==> src/rtl/mem_stage.sv <==
// -----------------------------------------------------------------------------
// mem_stage -- DLX pipeline memory-access stage.
//
// Sits between the EX/MEM register and the MEM/WB register. Non-memory
// instructions pass straight through combinationally. Loads and stores are
// issued to the data memory over a registered req/ack handshake. The front of
// the pipe is stalled while an access is outstanding. Load data is formatted
// here so writeback only has to mux.
//
// All buses use big-endian bit numbering: bit 0 is the MSB, and byte lane 0
// is bits [0:7].
//
// Optional feature macro: MEM_STAGE_MISALIGN_TRAP_EN
//   defined   : adds output misalign_trap. A misaligned half or word access is
//               refused in its accept cycle and flagged for one cycle.
//   undefined : no trap port. The offset is truncated to alignment.
//
// Parameters
//   WIDTH    width of the MEM/WB bundle (107)
//   TIMEOUT  WAIT cycles allowed before an access is abandoned (1..255)
//
// Ports
//   clk, reset          clock, synchronous active-high reset
//   in_valid            EX/MEM slot holds a real instruction
//   next_pc, dest_reg   PC+4 and destination register of the instruction
//   alu_result          ALU result / effective address
//   store_data          store source (low-order bits used for byte/half)
//   mem_read/mem_write  access type (both set = store)
//   pc_to_reg, reg_write, mem_to_reg, load_sign, dsize
//                       writeback controls and access size
//   dmem_req/we/addr/wdata/be   registered data-memory request
//   dmem_rdata, dmem_ack        memory response
//   stall               hold IF..EX/MEM this cycle
//   bus_err             one-cycle pulse when an access times out
//   misalign_trap       (macro only) misaligned access refused
//   wb_out, wb_valid    MEM/WB bundle and its valid flag
// -----------------------------------------------------------------------------
module mem_stage #(
   parameter int WIDTH   = 107,
   parameter int TIMEOUT = 255
) (
   input  logic             clk,
   input  logic             reset,
   input  logic             in_valid,
   input  logic [0:31]      next_pc,
   input  logic [0:4]       dest_reg,
   input  logic [0:31]      alu_result,
   input  logic [0:31]      store_data,
   input  logic             mem_read,
   input  logic             mem_write,
   input  logic             pc_to_reg,
   input  logic             reg_write,
   input  logic             mem_to_reg,
   input  logic             load_sign,
   input  logic [0:1]       dsize,
   output logic             dmem_req,
   output logic             dmem_we,
   output logic [0:31]      dmem_addr,
   output logic [0:31]      dmem_wdata,
   output logic [0:3]       dmem_be,
   input  logic [0:31]      dmem_rdata,
   input  logic             dmem_ack,
   output logic             stall,
   output logic             bus_err,
`ifdef MEM_STAGE_MISALIGN_TRAP_EN
   output logic             misalign_trap,
`endif
   output logic [0:WIDTH-1] wb_out,
   output logic             wb_valid
);

   typedef enum logic [1:0] {
      ST_IDLE = 2'd0,
      ST_WAIT = 2'd1,
      ST_RESP = 2'd2
   } state_t;

   // Counter value seen in the last permitted WAIT cycle.
   localparam logic [7:0] TIMEOUT_LAST = 8'(TIMEOUT - 1);

   // ---------------------------------------------------------------------
   // Formatting helpers
   // ---------------------------------------------------------------------

   // Select the addressed lane(s) and extend to a full word.
   function automatic logic [0:31] loadFormat(input logic [0:31] rd,
                                              input logic [0:1]  off,
                                              input logic [0:1]  size,
                                              input logic        sgn);
      logic [0:7]  b;
      logic [0:15] h;
      logic [0:31] r;
      b = 8'h00;
      h = 16'h0000;
      r = 32'h0000_0000;
      case (off)
         2'd0:    b = rd[0:7];
         2'd1:    b = rd[8:15];
         2'd2:    b = rd[16:23];
         default: b = rd[24:31];
      endcase
      // off[0] is the MSB of the offset: halfword 0 or halfword 2.
      if (off[0]) begin
         h = rd[16:31];
      end else begin
         h = rd[0:15];
      end
      case (size)
         2'b00:   r = {{24{sgn & b[0]}}, b};
         2'b01:   r = {{16{sgn & h[0]}}, h};
         default: r = rd;
      endcase
      return r;
   endfunction

   // Byte enables for the addressed lane(s); be[0] covers bits [0:7].
   function automatic logic [0:3] laneEnables(input logic [0:1] off,
                                              input logic [0:1] size);
      logic [0:3] be;
      be = 4'b0000;
      case (size)
         2'b00: begin
            case (off)
               2'd0:    be = 4'b1000;
               2'd1:    be = 4'b0100;
               2'd2:    be = 4'b0010;
               default: be = 4'b0001;
            endcase
         end
         2'b01:   be = off[0] ? 4'b0011 : 4'b1100;
         default: be = 4'b1111;
      endcase
      return be;
   endfunction

   // Replicate the low-order store bytes across every lane they could hit.
   function automatic logic [0:31] storeWord(input logic [0:31] sd,
                                             input logic [0:1]  size);
      logic [0:31] w;
      w = 32'h0000_0000;
      case (size)
         2'b00:   w = {4{sd[24:31]}};
         2'b01:   w = {2{sd[16:31]}};
         default: w = sd;
      endcase
      return w;
   endfunction

`ifdef MEM_STAGE_MISALIGN_TRAP_EN
   // Half needs an even offset; word needs offset 0.
   function automatic logic isMisaligned(input logic [0:1] off,
                                         input logic [0:1] size);
      logic m;
      m = 1'b0;
      case (size)
         2'b00:   m = 1'b0;
         2'b01:   m = off[1];
         default: m = (off != 2'b00);
      endcase
      return m;
   endfunction
`endif

   // ---------------------------------------------------------------------
   // State and datapath registers
   // ---------------------------------------------------------------------
   state_t      state_r;
   state_t      stateNext_s;

   logic        dmemReq_r;
   logic        dmemWe_r;
   logic [0:31] dmemAddr_r;
   logic [0:31] dmemWdata_r;
   logic [0:3]  dmemBe_r;
   logic        busErr_r;
   logic [7:0]  cnt_r;

   logic [0:31] opNextPc_r;
   logic [0:4]  opDest_r;
   logic [0:31] opAlu_r;
   logic        opPcToReg_r;
   logic        opRegWrite_r;
   logic        opMemToReg_r;
   logic        opLoadSign_r;
   logic [0:1]  opDsize_r;
   logic        opIsLoad_r;
   logic [0:31] rdata_r;

   logic        memOp_s;
   logic        accept_s;
   logic        ackTake_s;
   logic        timeout_s;
   logic        stall_s;
   logic        wbValid_s;
   logic [0:WIDTH-1] wbOut_s;
   logic [0:31] respData_s;
`ifdef MEM_STAGE_MISALIGN_TRAP_EN
   logic        trap_s;
`endif

   assign memOp_s = mem_read | mem_write;

   // Next-state and combinational outputs; everything defaults to a bubble.
   always_comb begin
      stateNext_s = state_r;
      stall_s     = 1'b0;
      wbValid_s   = 1'b0;
      wbOut_s     = {WIDTH{1'b0}};
      accept_s    = 1'b0;
      ackTake_s   = 1'b0;
      timeout_s   = 1'b0;
      respData_s  = 32'h0000_0000;
`ifdef MEM_STAGE_MISALIGN_TRAP_EN
      trap_s      = 1'b0;
`endif
      if (reset) begin
         stateNext_s = ST_IDLE;
      end else begin
         case (state_r)
            ST_IDLE: begin
               if (busErr_r) begin
                  // The timed-out instruction is still on the inputs; let it
                  // leave EX/MEM as a bubble instead of re-issuing it.
                  stateNext_s = ST_IDLE;
               end else if (in_valid && !memOp_s) begin
                  wbOut_s     = {next_pc, dest_reg, alu_result, 32'h0000_0000,
                                 pc_to_reg, reg_write, mem_to_reg, load_sign,
                                 dsize};
                  wbValid_s   = 1'b1;
                  stateNext_s = ST_IDLE;
`ifdef MEM_STAGE_MISALIGN_TRAP_EN
               end else if (in_valid && isMisaligned(alu_result[30:31], dsize)) begin
                  trap_s      = 1'b1;
                  stateNext_s = ST_IDLE;
`endif
               end else if (in_valid) begin
                  accept_s    = 1'b1;
                  stall_s     = 1'b1;
                  stateNext_s = ST_WAIT;
               end else begin
                  stateNext_s = ST_IDLE;
               end
            end
            ST_WAIT: begin
               stall_s = 1'b1;
               if (dmem_ack) begin
                  ackTake_s   = 1'b1;
                  stateNext_s = ST_RESP;
               end else if (cnt_r == TIMEOUT_LAST) begin
                  timeout_s   = 1'b1;
                  stateNext_s = ST_IDLE;
               end else begin
                  stateNext_s = ST_WAIT;
               end
            end
            ST_RESP: begin
               if (opIsLoad_r) begin
                  respData_s = loadFormat(rdata_r, opAlu_r[30:31], opDsize_r,
                                          opLoadSign_r);
               end else begin
                  respData_s = 32'h0000_0000;
               end
               wbOut_s     = {opNextPc_r, opDest_r, opAlu_r, respData_s,
                              opPcToReg_r, opRegWrite_r, opMemToReg_r,
                              opLoadSign_r, opDsize_r};
               wbValid_s   = 1'b1;
               stateNext_s = ST_IDLE;
            end
            default: begin
               stateNext_s = ST_IDLE;
            end
         endcase
      end
   end

   // State register.
   always_ff @(posedge clk) begin
      if (reset) begin
         state_r <= ST_IDLE;
      end else begin
         state_r <= stateNext_s;
      end
   end

   // Memory request, timeout counter and latched instruction fields.
   always_ff @(posedge clk) begin
      if (reset) begin
         dmemReq_r    <= 1'b0;
         dmemWe_r     <= 1'b0;
         dmemAddr_r   <= 32'h0000_0000;
         dmemWdata_r  <= 32'h0000_0000;
         dmemBe_r     <= 4'b0000;
         busErr_r     <= 1'b0;
         cnt_r        <= 8'd0;
         opNextPc_r   <= 32'h0000_0000;
         opDest_r     <= 5'd0;
         opAlu_r      <= 32'h0000_0000;
         opPcToReg_r  <= 1'b0;
         opRegWrite_r <= 1'b0;
         opMemToReg_r <= 1'b0;
         opLoadSign_r <= 1'b0;
         opDsize_r    <= 2'b00;
         opIsLoad_r   <= 1'b0;
         rdata_r      <= 32'h0000_0000;
      end else begin
         busErr_r <= timeout_s;
         if (accept_s) begin
            dmemReq_r    <= 1'b1;
            dmemWe_r     <= mem_write;
            dmemAddr_r   <= {alu_result[0:29], 2'b00};
            dmemBe_r     <= laneEnables(alu_result[30:31], dsize);
            dmemWdata_r  <= mem_write ? storeWord(store_data, dsize) : 32'h0000_0000;
            cnt_r        <= 8'd0;
            opNextPc_r   <= next_pc;
            opDest_r     <= dest_reg;
            opAlu_r      <= alu_result;
            opPcToReg_r  <= pc_to_reg;
            opRegWrite_r <= reg_write;
            opMemToReg_r <= mem_to_reg;
            opLoadSign_r <= load_sign;
            opDsize_r    <= dsize;
            opIsLoad_r   <= mem_read & ~mem_write;
         end else if (ackTake_s) begin
            dmemReq_r <= 1'b0;
            dmemWe_r  <= 1'b0;
            rdata_r   <= dmem_rdata;
         end else if (timeout_s) begin
            dmemReq_r <= 1'b0;
            dmemWe_r  <= 1'b0;
            cnt_r     <= 8'd0;
         end else if (state_r == ST_WAIT) begin
            cnt_r <= cnt_r + 8'd1;
         end
      end
   end

   assign dmem_req   = dmemReq_r;
   assign dmem_we    = dmemWe_r;
   assign dmem_addr  = dmemAddr_r;
   assign dmem_wdata = dmemWdata_r;
   assign dmem_be    = dmemBe_r;
   assign bus_err    = busErr_r;
   assign stall      = stall_s;
   assign wb_out     = wbOut_s;
   assign wb_valid   = wbValid_s;
`ifdef MEM_STAGE_MISALIGN_TRAP_EN
   assign misalign_trap = trap_s;
`endif

endmodule

==> config.mk <==
export PLATFORM = sky130hd
export DESIGN_NAME = mem_stage
export DESIGN_NICKNAME = d
export VERILOG_FILES = /design/src/rtl/mem_stage.sv
export SDC_FILE = /design/constraint.sdc
export NUM_CORES = 1
export LEC_CHECK = 0
export ABC_CLOCK_PERIOD_IN_PS = 4600
export BUFFER_PORTS_ARGS = -buffer_cell sky130_fd_sc_hd__buf_2
export CORE_UTILIZATION = 25
export CTS_CLUSTER_DIAMETER = 50
export DETAILED_ROUTE_END_ITERATION = 8
export GPL_TIMING_DRIVEN = 1
export PLACE_DENSITY = 0.44
export SYNTH_ARGS = -nofsm -noshare
export SYNTH_HDL_FRONTEND = slang
export SYNTH_SLANG_ARGS = --single-unit
==> constraint.sdc <==
create_clock -name clk -period 4.6 [get_ports clk]
set_input_delay 0.23 -clock clk [delete_from_list [all_inputs] [get_ports clk]]
set_output_delay 0.23 -clock clk [all_outputs]
set_load 0.005 [all_outputs]
== Word-level counts from Yosys, hierarchy flattened ==
Index checks and enable logic that the tools add are counted.
Word-level totals
  register bits: 187
  input bits: 145
Cells by class
  $add $sub $neg: 1
  equality and inequality tests: 9
  muxes and demuxes: 49
  bitwise logic cells: 7
  reduce and logical (&&, ||, !) cells: 12
Operators by type and width (number)
  $mux W107: 3
  $pmux W107 S2: 1
  $pmux W32 S2: 2
  $mux W16: 4
  $mux W32: 2
  $mux W8: 5
  $mux W1: 24
  $pmux W8 S3: 1
  $pmux W4 S3: 1
  $eq A2 B1 Y1 const B: 5
  $logic_not A2 Y1: 5
  $add A8 B1 Y8 const B: 1
  $eq A8 B8 Y1 const B: 1
  $pmux W4 S2: 1
  $eq A2 B2 Y1 const B: 3
  $mux W4: 1
  $pmux W1 S2: 2
  $pmux W2 S2: 1
  $reduce_and A2 Y1: 2
  $and A1 B1 Y1: 3
  $not A1 Y1: 3
  $reduce_bool A3 Y1: 1
  $mux W2: 1
  $reduce_bool A2 Y1: 1
  4 further kinds: 4

== Depth between registers and ports, before layout ==
  depth in word-level cells: 10
  gate-level depth with buffers: 9

== Worst setup path after synthesis ==
OpenSTA, ideal clock, no wires.
  kind: register -> output
  start point: register state_r[0]
  end point: output port wb_out[10] in the netlist's numbering
  arrival: 1.466 ns
  required time: 4.370 ns
  slack: 2.904 ns
  cell stages (with the launch flop): 8
  cell sequence: dfxtp_1 buf_6 nor4b_4 and2b_1 buf_4 buf_4 a22oi_1 nor2_1
Between the ends
  cells in the longest elaborated chain, start to end: 3
  elaborated cells on any way between the ends: 4
  those cells by class: 1 x eq/ne; 2 x mux; 1 x reduce/logical
RTL lines
  start: declaration: line 167  | state_t state_r;
  start signal: assignment: line 281  | state_r <= stateNext_s;
  $eq A2 B2 Y1 or $logic_not A2 Y1 (tied branches): line 219  | case (state_r)
  $pmux W107 S2 (*): line 219
  $mux W107 (*): line 216  | if (reset) begin
  end: declaration: line 68  | output logic [0:WIDTH-1] wb_out,
Every way passes the cells marked *; elsewhere a longest branch is shown, timed or not.

== Worst setup path after layout ==
  start point: register opDsize_r[0] in the netlist's numbering
  end point: output port wb_out[83] in the netlist's numbering
Between the ends
  cells in the longest elaborated chain, start to end: 5
  elaborated cells on any way between the ends: 6
  those cells by class: 1 x eq/ne; 4 x mux; 1 x reduce/logical
RTL lines
  start: declaration: line 185  | logic [0:1] opDsize_r;
  start signal: assignment: line 321  | opDsize_r <= dsize;
  $eq A2 B1 Y1 or $logic_not A2 Y1 (tied branches): line 108  | case (size)
  $pmux W32 S2 (*): line 108
  $mux W32 (*): line 257  | if (opIsLoad_r) begin
  $pmux W107 S2 (*): line 219
  $mux W107 (*): line 216
Marks and branches as above.

==> impl_metrics.yaml <==
global_routing:
  grt_start_max_net_pins: 88
  first_global_vias: 7192
  antenna_found_initial: 1
  grt.total_usage_pct: 16.6
  grt_pass1_wl_um: 41200
  grt-ovfl-total: 0
route:
  routed_wire_length_per_instance_um: 16.4
  total_detailed_routing_wirelength_um: 27600
  drtAntennaViolNets: 0
  drt-vias-per-instance: 4.71
  detailedRoute.firstIterationViolations: 416
  via_count: 7913
  drt_drc_violations_left: 0
  count_of_tritonroute_iterations_in_the_first_routing_pass: 5
die:
  start_util_pct: 25.5
  floorplan.die.width_um: 179
  floorplan.core_area_um2: 30700
  chipHeight_um: 179
  row_count: 64
  top_level_ports: 325
  area_of_the_die_um2: 32000
timing:
  skew_ns: 0.0141
  hold_viol: 0
  tightest_slew_ns: 1.11
  max_freq_ghz: 0.298
  worst_slew_margin_relative_to_its_limit_pct: 25.8
  setup_viol: 0
  timing.final.crit_share_pct: 72.9
  setup_tns_ns: 0
  setup_slack_ns: 1.25
  final-max-slew-violation-count: 0
  period_minus_slack_ns: 3.35
  rsz0062_at_grt: "no"
clock_network:
  number_of_cells_upsized_or_downsized_after_cts: 0
  cts-root-buf: "sky130_fd_sc_hd__clkbuf_16"
  holdBufCountCts: 0
  clkLatencyLatePin_ns: 0.42
  cts_inserted_buffers: 17
  cts_tree: "yes"
  cts.reportedPaths.clkPinSlew_ns: 0.07
  cts_sinks: 157
  cts_max_level: 4
  cts_setup_buffers: 0
  cts.path.max_buffers: 2
setup_path:
  required_ns: 4.37
  path_depth: 4
  crit_chain: "inv_1 -> nor2_1 -> a21o_1 -> buf_2"
  timing.setup.critical_path_class: "flop to output port"
  ff2ff_path_depth: 4
  kind_of_end_point_of_the_critical_path: "output port"
  cp.arrival_ns: 3.12
  path_delay_family: "simple AND/OR/NAND/NOR gates"
  path_max_fanout: 28
  worst_setup_path_start_kind: "flop"
  crit_slowest_cell: "sky130_fd_sc_hd__nor2_1"
  critical_path.n_buffers_inverters: 2
  critPathMaxStageDelay_ns: 0.97
synth:
  synth.top_cell.area_share_pct: 40.1
  dominantRegCellSynth: "sky130_fd_sc_hd__dfxtp_1"
  simple_gate_area_share_of_the_yosys_netlist_pct: 22.2
  synth_area_leaders: "sky130_fd_sc_hd__dfxtp_1 (40%), sky130_fd_sc_hd__nand2_1 (12%), sky130_fd_sc_hd__a21oi_1 (8.0%)"
  synth-compound-area-share_pct: 23.5
  synth.area.mux_share_pct: 3.85
  synthCells: 1039
  post_synth.cell_area_avg_um2: 7.54
  synth-xor-area-share_pct: 0.671
  synth-seq-area-share_pct: 40.1
  count_of_different_cell_masters_after_synthesis: 52
  synth-warning-count: 0
  ys_seq_elements: 157
  synth-adder-area-share_pct: 0.320
  synth_area_um2: 7830
  synth_edf_count: 0
  synth_async_sr_flop_share_pct: 0
  synth_top_family_by_area: "compound AO/OA/AOI/OAI gates"
  yosysTopAreaCell: "sky130_fd_sc_hd__dfxtp_1"
worst_hold_path:
  hold_path.class: "input pin to flop"
  worstHoldPathCells: 3
placed_design:
  pre_cts_worst_setup_slack_ns: 1.61
  place_area_um2: 9360
  detailed_place_hpwl_um: 19000
  port-buffer-count: 322
  finalWeightedCongestion: 0.758
run_status:
  run_status: "completed"
finish:
  final_util_pct: 32.4
  area_growth_from_synthesis_to_layout_pct: 26.9
  final_nets: 1418
  stdcell_area_um2: 9940
  post_route_cells_drive_above_1_share_pct: 28.9
power_and_ir_drop:
  peakVddDrop_v: 0.000197
  power.leakage_nw: 4.42
  power-per-cell-area_nw_per_um2: 336
flow_run:
  drv.max_cap_violation_count: 0
==> cell type report <==
class	count	area (um2)
Fill cell	3406	20700
Multi-Input combinational cell	749	3980
Sequential cell	157	3140
Timing Repair Buffer	331	1680
Tap cell	396	495
Clock buffer	20	447
Clock inverter	11	135
Inverter	15	56.3
Antenna cell	1	2.50
==> placed cells by master (no fill, tap or decap), types with 7 or more instances in the layout <==
master                      netlist  layout
sky130_fd_sc_hd__a2111oi_0        7       7
sky130_fd_sc_hd__a211oi_1        16      16
sky130_fd_sc_hd__a21o_1          22      22
sky130_fd_sc_hd__a21oi_1        125     125
sky130_fd_sc_hd__a221oi_1         8       8
sky130_fd_sc_hd__a22o_1           8       8
sky130_fd_sc_hd__a22oi_1         72      72
sky130_fd_sc_hd__buf_2           26     321
sky130_fd_sc_hd__buf_4           39      10
sky130_fd_sc_hd__clkbuf_16        0      17
sky130_fd_sc_hd__dfxtp_1        157     157
sky130_fd_sc_hd__inv_1           14      14
sky130_fd_sc_hd__mux2i_1         29      29
sky130_fd_sc_hd__nand2_1        256     256
sky130_fd_sc_hd__nor2_1         116     116
sky130_fd_sc_hd__nor2b_1         10       9
sky130_fd_sc_hd__o21ai_0         21      21
==> tightest hold or removal path, stage by stage <==
cell and delay [ns]:
sky130_fd_sc_hd__buf_2 0.10, sky130_fd_sc_hd__nand2_1 0.04, sky130_fd_sc_hd__a21oi_1 0.05
==> kinds of logic (layout without fill, tap and decap cells) <==
group / count (synthesis) / in the layout
AO/OA/AOI/OAI: 289 / 289
flip-flops: 157 / 157
other: 1 / 3
buffers and inverters: 134 / 377
multiplexers: 30 / 30
XOR/XNOR: 6 / 6
adder cells (fa/ha/maj): 2 / 2
AND/OR/NAND/NOR: 420 / 420
==> Yosys cell counts (all sizes together), types with 2 or more instances <==
library cell and n:
and2 3, clkbuf 43, a221oi 8, a22oi 72, a21o 22, a211oi 16
inv 14, a22o 8, nor3 5, nand4 4, ha 2, nor2b 10
or2 2, nor2 116, buf 76, nand2 258, or3 2, mux2i 29
nand3 6, a21oi 126, o2111ai 6, o21ai 22, xor2 5, nand3b 2
nand2b 3, dfxtp 157, a2111oi 7
==> worst paths after layout <==
path	slack, ns	endpoint	from
setup / recovery	1.25	wb_out[83]	opDsize_r[0]
hold / removal	0.04	rdata_r[4]	dmem_rdata[4]
setup reg to reg	2.13	dmem_wdata[24]	state_r[0]
hold reg to reg	0.45	dmem_wdata[4]	dmem_wdata[4]
==> flip-flops by register name, summed over array words and instances, names as in the netlist, 2 cells and up <==
signal and flops:
opAlu_r 32, dmem_be 4, dmem_wdata 32, opNextPc_r 32, rdata_r 32, cnt_r 8
state_r 2, opDest_r 5, opDsize_r 2
==> power by group <==
part	leakage [nW]	switching [mW]	internal [mW]	total, mW
logic	2.87	0.271	0.165	0.435
registers	1.28	0.0477	1.43	1.47
clock network	0.273	0.610	0.819	1.43
==> per-layer routing <==
metal / part of all wire (%) / global-route usage [%]
met1: 46 / 22.1
met2: 49 / 27.5
met3: 5.1 / 3.60
met4: 0.57 / 3.32
met5: 0 / 0
==> per-stage QoR <==
step | hold slack [ns] | power, mW | instances
4_1_cts | 0.0187 | 3.41 | 1679
3_3_place_gp | 0.431 | 1.95 | 1648
3_5_place_dp | 0.442 | 1.95 | 1648
5_1_grt | 0.0278 | 3.52 | 1680
6_report | 0.0427 | 3.34 | 1680
2_1_floorplan | 0.363 | 1.78 | 1040
No activity file was read; power rests on OpenSTA's default activity.
